## config.mk

```make
export PLATFORM = sky130hd
export DESIGN_NAME = ats21_cmd_sequencer
export DESIGN_NICKNAME = d
export VERILOG_FILES = /design/src/rtl/ats21_cmd_sequencer.sv
export SDC_FILE = /design/constraint.sdc
export NUM_CORES = 1
export LEC_CHECK = 0
export CORE_MARGIN = 1.5
export CORE_UTILIZATION = 55
export DETAILED_ROUTE_END_ITERATION = 8
export DONT_BUFFER_PORTS = 1
export PLACE_DENSITY_LB_ADDON = 0.2
export SYNTH_ARGS = -nofsm -noshare
export SYNTH_HDL_FRONTEND = slang
export SYNTH_SLANG_ARGS = --single-unit
export TNS_END_PERCENT = 5
```

## constraint.sdc

```tcl
create_clock -name clk -period 4.1 [get_ports clk]
set_input_delay 0.41 -clock clk [delete_from_list [all_inputs] [get_ports clk]]
set_output_delay 0.41 -clock clk [all_outputs]
set_load 0.01 [all_outputs]
```

## src/rtl/ats21_cmd_sequencer.sv

```systemverilog
// Two-client command sequencer for the ATS21: per-client FIFOs, conflict arbitration,
// and a fixed handshake that ships each 32-bit lane word as two 16-bit halves.

module ats21_cmd_fifo #(
   parameter int DEPTH = 4
) (
   input  logic        clk,
   input  logic        reset_n,
   input  logic        push,
   input  logic [31:0] din,
   input  logic        pop,
   output logic [31:0] dout,
   output logic        empty,
   output logic        full
);
   localparam int AW = $clog2(DEPTH);

   logic [31:0] mem_q [DEPTH];
   logic [31:0] mem_d [DEPTH];
   logic [AW:0] wr_q, wr_d, rd_q, rd_d;

   // Pointers carry one extra wrap bit so full and empty can be told apart.
   assign empty = (wr_q == rd_q);
   assign full  = (wr_q[AW] != rd_q[AW]) && (wr_q[AW-1:0] == rd_q[AW-1:0]);
   assign dout  = mem_q[rd_q[AW-1:0]];

   always_comb begin
      mem_d = mem_q;
      wr_d  = wr_q;
      rd_d  = rd_q;
      if (push && !full) begin
         mem_d[wr_q[AW-1:0]] = din;
         wr_d = wr_q + (AW+1)'(1);
      end
      if (pop && !empty) begin
         rd_d = rd_q + (AW+1)'(1);
      end
   end

   always_ff @(posedge clk or negedge reset_n) begin
      if (!reset_n) begin
         wr_q <= '0;
         rd_q <= '0;
         for (int i = 0; i < DEPTH; i++) begin
            mem_q[i] <= '0;
         end
      end else begin
         wr_q  <= wr_d;
         rd_q  <= rd_d;
         mem_q <= mem_d;
      end
   end
endmodule

module ats21_cmd_sequencer #(
   parameter int DEPTH   = 4,
   parameter int TIMEOUT = 8
) (
   input  logic        clk,
   input  logic        reset_n,
   input  logic        a_valid,
   input  logic [31:0] a_inst,
   output logic        a_ready,
   output logic        a_rsp_valid,
   output logic [1:0]  a_rsp_code,
   input  logic        b_valid,
   input  logic [31:0] b_inst,
   output logic        b_ready,
   output logic        b_rsp_valid,
   output logic [1:0]  b_rsp_code,
   output logic        ats_req,
   input  logic        ats_ready,
   output logic [15:0] ats_ctrlA,
   output logic [15:0] ats_ctrlB,
   input  logic [1:0]  ats_stat,
   output logic        busy
);
   localparam int CW = $clog2(TIMEOUT + 1);

   typedef enum logic [2:0] {
      S_IDLE, S_REQ, S_WAIT_RDY, S_HI, S_LO, S_EXEC, S_STAT
   } state_t;

   state_t        state_q, state_d;
   logic [CW-1:0] cnt_q, cnt_d;
   logic [31:0]   lane_a_q, lane_a_d, lane_b_q, lane_b_d;
   logic          iss_a_q, iss_a_d, iss_b_q, iss_b_d;
   logic          rr_q, rr_d;
   logic          a_rsp_valid_q, a_rsp_valid_d, b_rsp_valid_q, b_rsp_valid_d;
   logic [1:0]    a_rsp_code_q, a_rsp_code_d, b_rsp_code_q, b_rsp_code_d;
   logic          pop_a, pop_b;
   logic [31:0]   a_head, b_head;
   logic          a_empty, a_full, b_empty, b_full;
   logic [2:0]    op_a, op_b;
   logic          conflict;

   ats21_cmd_fifo #(.DEPTH(DEPTH)) u_fifo_a (
      .clk(clk), .reset_n(reset_n), .push(a_valid), .din(a_inst), .pop(pop_a),
      .dout(a_head), .empty(a_empty), .full(a_full)
   );

   ats21_cmd_fifo #(.DEPTH(DEPTH)) u_fifo_b (
      .clk(clk), .reset_n(reset_n), .push(b_valid), .din(b_inst), .pop(pop_b),
      .dout(b_head), .empty(b_empty), .full(b_full)
   );

   assign op_a = a_head[31:29];
   assign op_b = b_head[31:29];

   // Two heads that would drive the same ATS21 resource cannot be issued together.
   assign conflict = !a_empty && !b_empty &&
                     ((op_a == 3'b011 && op_b == 3'b011) ||
                      (op_a == op_b && (op_a == 3'b001 || op_a == 3'b010) &&
                       a_head[28:25] == b_head[28:25]) ||
                      (op_a >= 3'b101 && op_b >= 3'b101 && a_head[28:24] == b_head[28:24]));

   always_comb begin
      state_d       = state_q;
      cnt_d         = cnt_q;
      lane_a_d      = lane_a_q;
      lane_b_d      = lane_b_q;
      iss_a_d       = iss_a_q;
      iss_b_d       = iss_b_q;
      rr_d          = rr_q;
      a_rsp_valid_d = 1'b0;
      b_rsp_valid_d = 1'b0;
      a_rsp_code_d  = a_rsp_code_q;
      b_rsp_code_d  = b_rsp_code_q;
      pop_a         = 1'b0;
      pop_b         = 1'b0;
      case (state_q)
         S_IDLE: begin
            if (!a_empty || !b_empty) begin
               iss_a_d  = !a_empty && (!conflict || !rr_q);
               iss_b_d  = !b_empty && (!conflict || rr_q);
               lane_a_d = iss_a_d ? a_head : 32'h0;
               lane_b_d = iss_b_d ? b_head : 32'h0;
               if (conflict) begin
                  rr_d = !rr_q;
               end
               state_d = S_REQ;
            end
         end
         S_REQ: begin
            cnt_d   = '0;
            state_d = S_WAIT_RDY;
         end
         S_WAIT_RDY: begin
            if (ats_ready) begin
               state_d = S_HI;
            end else if (cnt_q == CW'(TIMEOUT - 1)) begin
               // Timed out: retire whatever was issued with a timeout code.
               state_d       = S_IDLE;
               a_rsp_valid_d = iss_a_q;
               b_rsp_valid_d = iss_b_q;
               a_rsp_code_d  = iss_a_q ? 2'b10 : a_rsp_code_q;
               b_rsp_code_d  = iss_b_q ? 2'b10 : b_rsp_code_q;
               pop_a         = iss_a_q;
               pop_b         = iss_b_q;
            end else begin
               cnt_d = cnt_q + CW'(1);
            end
         end
         S_HI:   state_d = S_LO;
         S_LO:   state_d = S_EXEC;
         S_EXEC: state_d = S_STAT;
         S_STAT: begin
            state_d       = S_IDLE;
            a_rsp_valid_d = iss_a_q;
            b_rsp_valid_d = iss_b_q;
            a_rsp_code_d  = iss_a_q ? (ats_stat[0] ? 2'b00 : 2'b01) : a_rsp_code_q;
            b_rsp_code_d  = iss_b_q ? (ats_stat[1] ? 2'b00 : 2'b01) : b_rsp_code_q;
            pop_a         = iss_a_q;
            pop_b         = iss_b_q;
         end
         default: state_d = S_IDLE;
      endcase
   end

   always_ff @(posedge clk or negedge reset_n) begin
      if (!reset_n) begin
         state_q       <= S_IDLE;
         cnt_q         <= '0;
         lane_a_q      <= '0;
         lane_b_q      <= '0;
         iss_a_q       <= 1'b0;
         iss_b_q       <= 1'b0;
         rr_q          <= 1'b0;
         a_rsp_valid_q <= 1'b0;
         b_rsp_valid_q <= 1'b0;
         a_rsp_code_q  <= 2'b00;
         b_rsp_code_q  <= 2'b00;
      end else begin
         state_q       <= state_d;
         cnt_q         <= cnt_d;
         lane_a_q      <= lane_a_d;
         lane_b_q      <= lane_b_d;
         iss_a_q       <= iss_a_d;
         iss_b_q       <= iss_b_d;
         rr_q          <= rr_d;
         a_rsp_valid_q <= a_rsp_valid_d;
         b_rsp_valid_q <= b_rsp_valid_d;
         a_rsp_code_q  <= a_rsp_code_d;
         b_rsp_code_q  <= b_rsp_code_d;
      end
   end

   always_comb begin
      ats_ctrlA = 16'h0;
      ats_ctrlB = 16'h0;
      if (state_q == S_HI) begin
         ats_ctrlA = lane_a_q[31:16];
         ats_ctrlB = lane_b_q[31:16];
      end else if (state_q == S_LO) begin
         ats_ctrlA = lane_a_q[15:0];
         ats_ctrlB = lane_b_q[15:0];
      end
   end

   assign ats_req     = (state_q == S_REQ);
   assign busy        = (state_q != S_IDLE);
   assign a_ready     = !a_full;
   assign b_ready     = !b_full;
   assign a_rsp_valid = a_rsp_valid_q;
   assign b_rsp_valid = b_rsp_valid_q;
   assign a_rsp_code  = a_rsp_code_q;
   assign b_rsp_code  = b_rsp_code_q;
endmodule

```

==> flow_summary.html <==
<table>
<tr><th>Metric</th><th>Value</th></tr>
<tr><th colspan="2">Outcome</th></tr>
<tr><td>Status</td><td>complete, but fails checks</td></tr>
<tr><td>Violated checks</td><td>hold timing</td></tr>
<tr><th colspan="2">Setup path</th></tr>
<tr><td>Maximum fanout encountered on the critical timing path</td><td>32</td></tr>
<tr><td>Family with the most delay on the worst path</td><td>simple AND/OR/NAND/NOR gates</td></tr>
<tr><td>Category of the most critical setup path</td><td>reg2reg</td></tr>
<tr><td>Cell with the biggest individual delay on the critical path</td><td>dfrtp_2</td></tr>
<tr><td>Ordered list of cells on the worst path</td><td>mux4_2, and4bb_1, o21a_1, o2111a_2, nor2_4, a22o_1</td></tr>
<tr><td>Nature of the critical path endpoint</td><td>flip-flop</td></tr>
<tr><td>Data required, critical path</td><td>around 4.5 ns</td></tr>
<tr><td>Largest incremental delay on the critical path</td><td>roughly 0.77 ns</td></tr>
<tr><td>Worst Path Arrival</td><td>3.47 ns</td></tr>
<tr><td>Register-to-register path setup slack</td><td>1.06 ns</td></tr>
<tr><td>Worst setup SP type</td><td>flip-flop</td></tr>
<tr><td>CP Buf/Inv Count</td><td>0</td></tr>
<tr><th colspan="2">Floorplanning</th></tr>
<tr><td>Starting utilization of the core area</td><td>between 50% and 60%</td></tr>
<tr><td>Die height</td><td>around 170 µm</td></tr>
<tr><td>Std-Cell Rows</td><td>60</td></tr>
<tr><td>Core region area</td><td>~27000 µm²</td></tr>
<tr><td>Floorplan die area</td><td>roughly 29000 µm²</td></tr>
<tr><td>Boundary Pins</td><td>between 100 and 150</td></tr>
<tr><td>Chip Width</td><td>between 150 and 200 µm</td></tr>
<tr><th colspan="2">Placement</th></tr>
<tr><td>Count of buffers from port buffering</td><td>0</td></tr>
<tr><td>Sum of net half-perimeters after detailed placement</td><td>~20000 µm</td></tr>
<tr><td>Placed Cells</td><td>1258</td></tr>
<tr><td>Weighted congestion reported at the end of routability-driven placement</td><td>a little under 0.8</td></tr>
<tr><th colspan="2">Clock network</th></tr>
<tr><td>Number of gates given a new drive strength after cts</td><td>0</td></tr>
<tr><td>H-tree depth</td><td>2</td></tr>
<tr><td>Total CTS buffers</td><td>37</td></tr>
<tr><td>Buffers inserted during post-CTS setup optimization</td><td>0</td></tr>
<tr><td>Max Root-Sink Buffers</td><td>3</td></tr>
<tr><td>Cell at the root of the clock tree</td><td>clkbuf_16</td></tr>
<tr><td>Num Clock Sinks</td><td>~350</td></tr>
<tr><td>Insertion delay of the later-clocked pin in the worst-skew pair</td><td>roughly 0.51 ns</td></tr>
<tr><td>TritonCTS clock tree</td><td>built</td></tr>
<tr><td>Hold-fix buffers, CTS</td><td>1</td></tr>
<tr><td>Register clock-pin slew on the reported worst setup and hold paths</td><td>about 0.06 ns</td></tr>
<tr><th colspan="2">Detailed routing</th></tr>
<tr><td>Detailed-route DRC error count</td><td>0</td></tr>
<tr><td>Mean routed wirelength per cell</td><td>23.8 µm</td></tr>
<tr><td>Aggregate routed wire length</td><td>31500 µm</td></tr>
<tr><td>Post-DRT Antenna Nets</td><td>0</td></tr>
<tr><td>Routed vias/inst</td><td>approximately 6</td></tr>
<tr><td>Number of search-and-repair iterations in the first detailed-routing pass</td><td>4</td></tr>
<tr><td>Vias after detailed routing</td><td>8096</td></tr>
<tr><td>Initial detailed-routing violation count</td><td>around 500</td></tr>
<tr><th colspan="2">STA</th></tr>
<tr><td>Post-route setup TNS</td><td>0 ns</td></tr>
<tr><td>Slew Viols, Final</td><td>0</td></tr>
<tr><td>Shortest period the worst path allows</td><td>between 3 and 4 ns</td></tr>
<tr><td>Clk_skew</td><td>about 0.014 ns</td></tr>
<tr><td>RSZ-0062 raised after global routing</td><td>no</td></tr>
<tr><td>Highest clock frequency the design can meet</td><td>~330 MHz</td></tr>
<tr><td>Relative slew slack</td><td>slightly below 30%</td></tr>
<tr><td>Slew at the pin with the worst max-slew slack</td><td>1.06 ns</td></tr>
<tr><td>Finish-stage setup viols</td><td>0</td></tr>
<tr><td>Hold_ws</td><td>-0.390 ns</td></tr>
<tr><td>Endpoints failing hold</td><td>between 300 and 400</td></tr>
<tr><td>Crit share post-route</td><td>approximately 74%</td></tr>
<tr><th colspan="2">Pwr</th></tr>
<tr><td>Leakage dissipation</td><td>7.10 nW</td></tr>
<tr><td>Sequential fraction of design power</td><td>between 40% and 50%</td></tr>
<tr><td>Net Sw Frac</td><td>31.9%</td></tr>
<tr><td>Portion of total power attributed to combinational logic</td><td>between 30% and 40%</td></tr>
<tr><td>Clock network fraction of design power</td><td>a little over a fifth</td></tr>
<tr><td>Total power divided by cell area</td><td>slightly above 900 nW/µm²</td></tr>
<tr><td>Cell internal pwr</td><td>around 0.01 W</td></tr>
<tr><td>Peak supply drop</td><td>0.445 mV</td></tr>
<tr><td>Net switching power of the design</td><td>approximately 0.0048 W</td></tr>
<tr><th colspan="2">Hold path</th></tr>
<tr><td>Hold WC Path Type</td><td>in2async</td></tr>
<tr><th colspan="2">Logic synthesis</th></tr>
<tr><td>Warnings, synthesis</td><td>0</td></tr>
<tr><td>Share of the yosys chip area belonging to registers</td><td>between 50% and 60%</td></tr>
<tr><td>Synthesized area divided by synthesized cell count</td><td>around 16 µm²</td></tr>
<tr><td>Ys flop type</td><td>dfrtp_1</td></tr>
<tr><td>Count of unique library cells instantiated by Yosys</td><td>41</td></tr>
<tr><td>Post-synthesis cell area</td><td>around 15000 µm²</td></tr>
<tr><td>Async S/R FF share, synth</td><td>100%</td></tr>
<tr><td>Count of state elements after synthesis</td><td>roughly 350</td></tr>
<tr><td>Synthesized netlist cell count</td><td>~960</td></tr>
<tr><td>Mapped Nets</td><td>roughly 1000</td></tr>
<tr><td>Number of enable-type register cells in the synthesized netlist</td><td>0</td></tr>
<tr><th colspan="2">Cells and area</th></tr>
<tr><td>Number of standard cells in the final layout excluding fillers</td><td>about 1300</td></tr>
<tr><td>Synth-to-Final Area Change</td><td>9.03%</td></tr>
<tr><td>Fin nets</td><td>1039</td></tr>
<tr><td>Antenna Diode Count</td><td>0</td></tr>
<tr><td>Layout filler cell count</td><td>2052</td></tr>
<tr><td>Fraction of layout cells with a size suffix above 1</td><td>about two fifths</td></tr>
<tr><th colspan="2">Global routing</th></tr>
<tr><td>GRT Residual Overflow</td><td>0</td></tr>
<tr><td>Vias in the first global route</td><td>approximately 8600</td></tr>
<tr><td>All-layer global routing usage</td><td>a little under a quarter</td></tr>
<tr><td>First-pass GRT wire length</td><td>roughly 50000 µm</td></tr>
<tr><td>Pin count of the biggest net entering global routing</td><td>roughly 350</td></tr>
<tr><td>Number of antenna violations at the first check in global routing</td><td>0</td></tr>
<tr><th colspan="2">Job</th></tr>
<tr><td>Max cap viols</td><td>0</td></tr>
</table>
-- power groups by stage --
stage	registers, W	clock network [W]	logic (W)
global route	0.00644	0.00335	0.00610
CTS	0.00624	0.00321	0.00573
finish	0.00624	0.00314	0.00564
global placement	0.00622	0	0.00553
detailed placement	0.00628	0	0.00570
floorplan	0.00579	0	0.00490
-- placed cells by master (no fill, tap or decap), types with 3 or more instances in the layout --
cell type / netlist / final
dfrtp_1: 348 / 346
mux2_2: 258 / 258
a22o_1: 96 / 96
mux4_2: 61 / 61
clkbuf_16: 0 / 37
nand2_1: 24 / 24
nor2_1: 17 / 15
xor2_1: 14 / 14
buf_4: 1 / 14
o21ai_0: 12 / 12
clkbuf_1: 15 / 12
ha_1: 11 / 11
inv_1: 8 / 8
xnor2_1: 7 / 7
clkbuf_8: 0 / 7
nand3_1: 5 / 5
nand2b_1: 5 / 4
nand3b_1: 3 / 3
nor2_4: 1 / 3
nor3_1: 3 / 3
mux4_1: 3 / 3
o21a_1: 3 / 3
clkinv_2: 0 / 3
-- synth_stat cells (7+ instances only) --
cell type / count / share of area [%]
buf_2: 36 / 1.2
mux2_2: 258 / 19
nor2_1: 17 / 0.42
clkbuf_1: 15 / 0.37
buf_6: 9 / 0.67
dfrtp_1: 348 / 57
inv_1: 8 / 0.20
o21ai_0: 12 / 0.40
ha_1: 11 / 0.91
a22o_1: 96 / 5.5
xnor2_1: 7 / 0.40
xor2_1: 14 / 0.81
mux4_2: 61 / 9.1
nand2_1: 24 / 0.59
-- area by class of cell --
cell class              instances  area (µm²)  area share [%]
multi-input cells             545        6080            36.8
repair buffers                 17         155           0.938
flip-flops and latches        348        8710            52.7
inverters                       8        30.0           0.182
well taps                     341         427            2.58
clock inverters                 7        70.1           0.424
clock buffers                  56        1070            6.45
-- registers in the layout, indices dropped and copies added, names as in the netlist --
name / flops
u_fifo_a.mem_q: 128
u_fifo_b.mem_q: 128
lane_a_q: 32
lane_b_q: 32
cnt_q: 4
state_q: 3
u_fifo_a.rd_q: 3
u_fifo_a.wr_q: 3
u_fifo_b.rd_q: 3
u_fifo_b.wr_q: 3
a_rsp_code: 2
b_rsp_code: 2
a_rsp_valid: 1
b_rsp_valid: 1
iss_a_q: 1
iss_b_q: 1
rr_q: 1
-- cells by family (layout without fill, tap and decap cells) --
kind of cell | count (synthesis) | in the layout | share of synthesized area, %
buffers and inverters | 71 | 88 | 2.63
xor gates and xnor gates | 21 | 21 | 1.21
adders and majority gates | 11 | 11 | 0.907
muxes | 322 | 322 | 28.7
DFF | 348 | 348 | 57.4
and+or+nand+nor | 69 | 69 | 2.41
AOI/OAI and AO/OA | 122 | 122 | 6.73
-- worst paths after layout --
kind | from | endpoint | depth (start not counted)
hold reg to reg | u_fifo_b.mem_q[57] | u_fifo_b.mem_q[57] | 1
setup / recovery | u_fifo_a.rd_q[0] | lane_b_q[13] | 6
min in group clk | ats_stat[0] | a_rsp_code[0] | 1
max in group asynchronous | reset_n | u_fifo_a.mem_q[106] | 0
setup reg to reg | u_fifo_a.rd_q[0] | lane_b_q[13] | 6
hold / removal | reset_n | a_rsp_valid | 0
-- per-layer routing --
metal	up-vias	track usage (%)	wire length, µm
met5	-	0	0
met4	0	6.00	592
met3	41	6.24	2080
met2	163	38.5	15600
met1	4281	29.5	13200
li1	3611	-	-
-- per-stage QoR --
stage               worst slack (ns)  hold WS [ns]  power (W)  cell area, µm²  utilization, %
CTS                             1.03        -0.411     0.0152           16500            61.2
floorplan                       1.85         0.114     0.0107           15200               -
global placement                1.11         0.126     0.0117           15400            57.0
global route                   0.861        -0.414     0.0159           16500            61.2
finish                          1.06        -0.390     0.0150           16500            61.2
detailed placement              1.06         0.128     0.0120           15400            57.0
(Power assumes the default switching activity.)
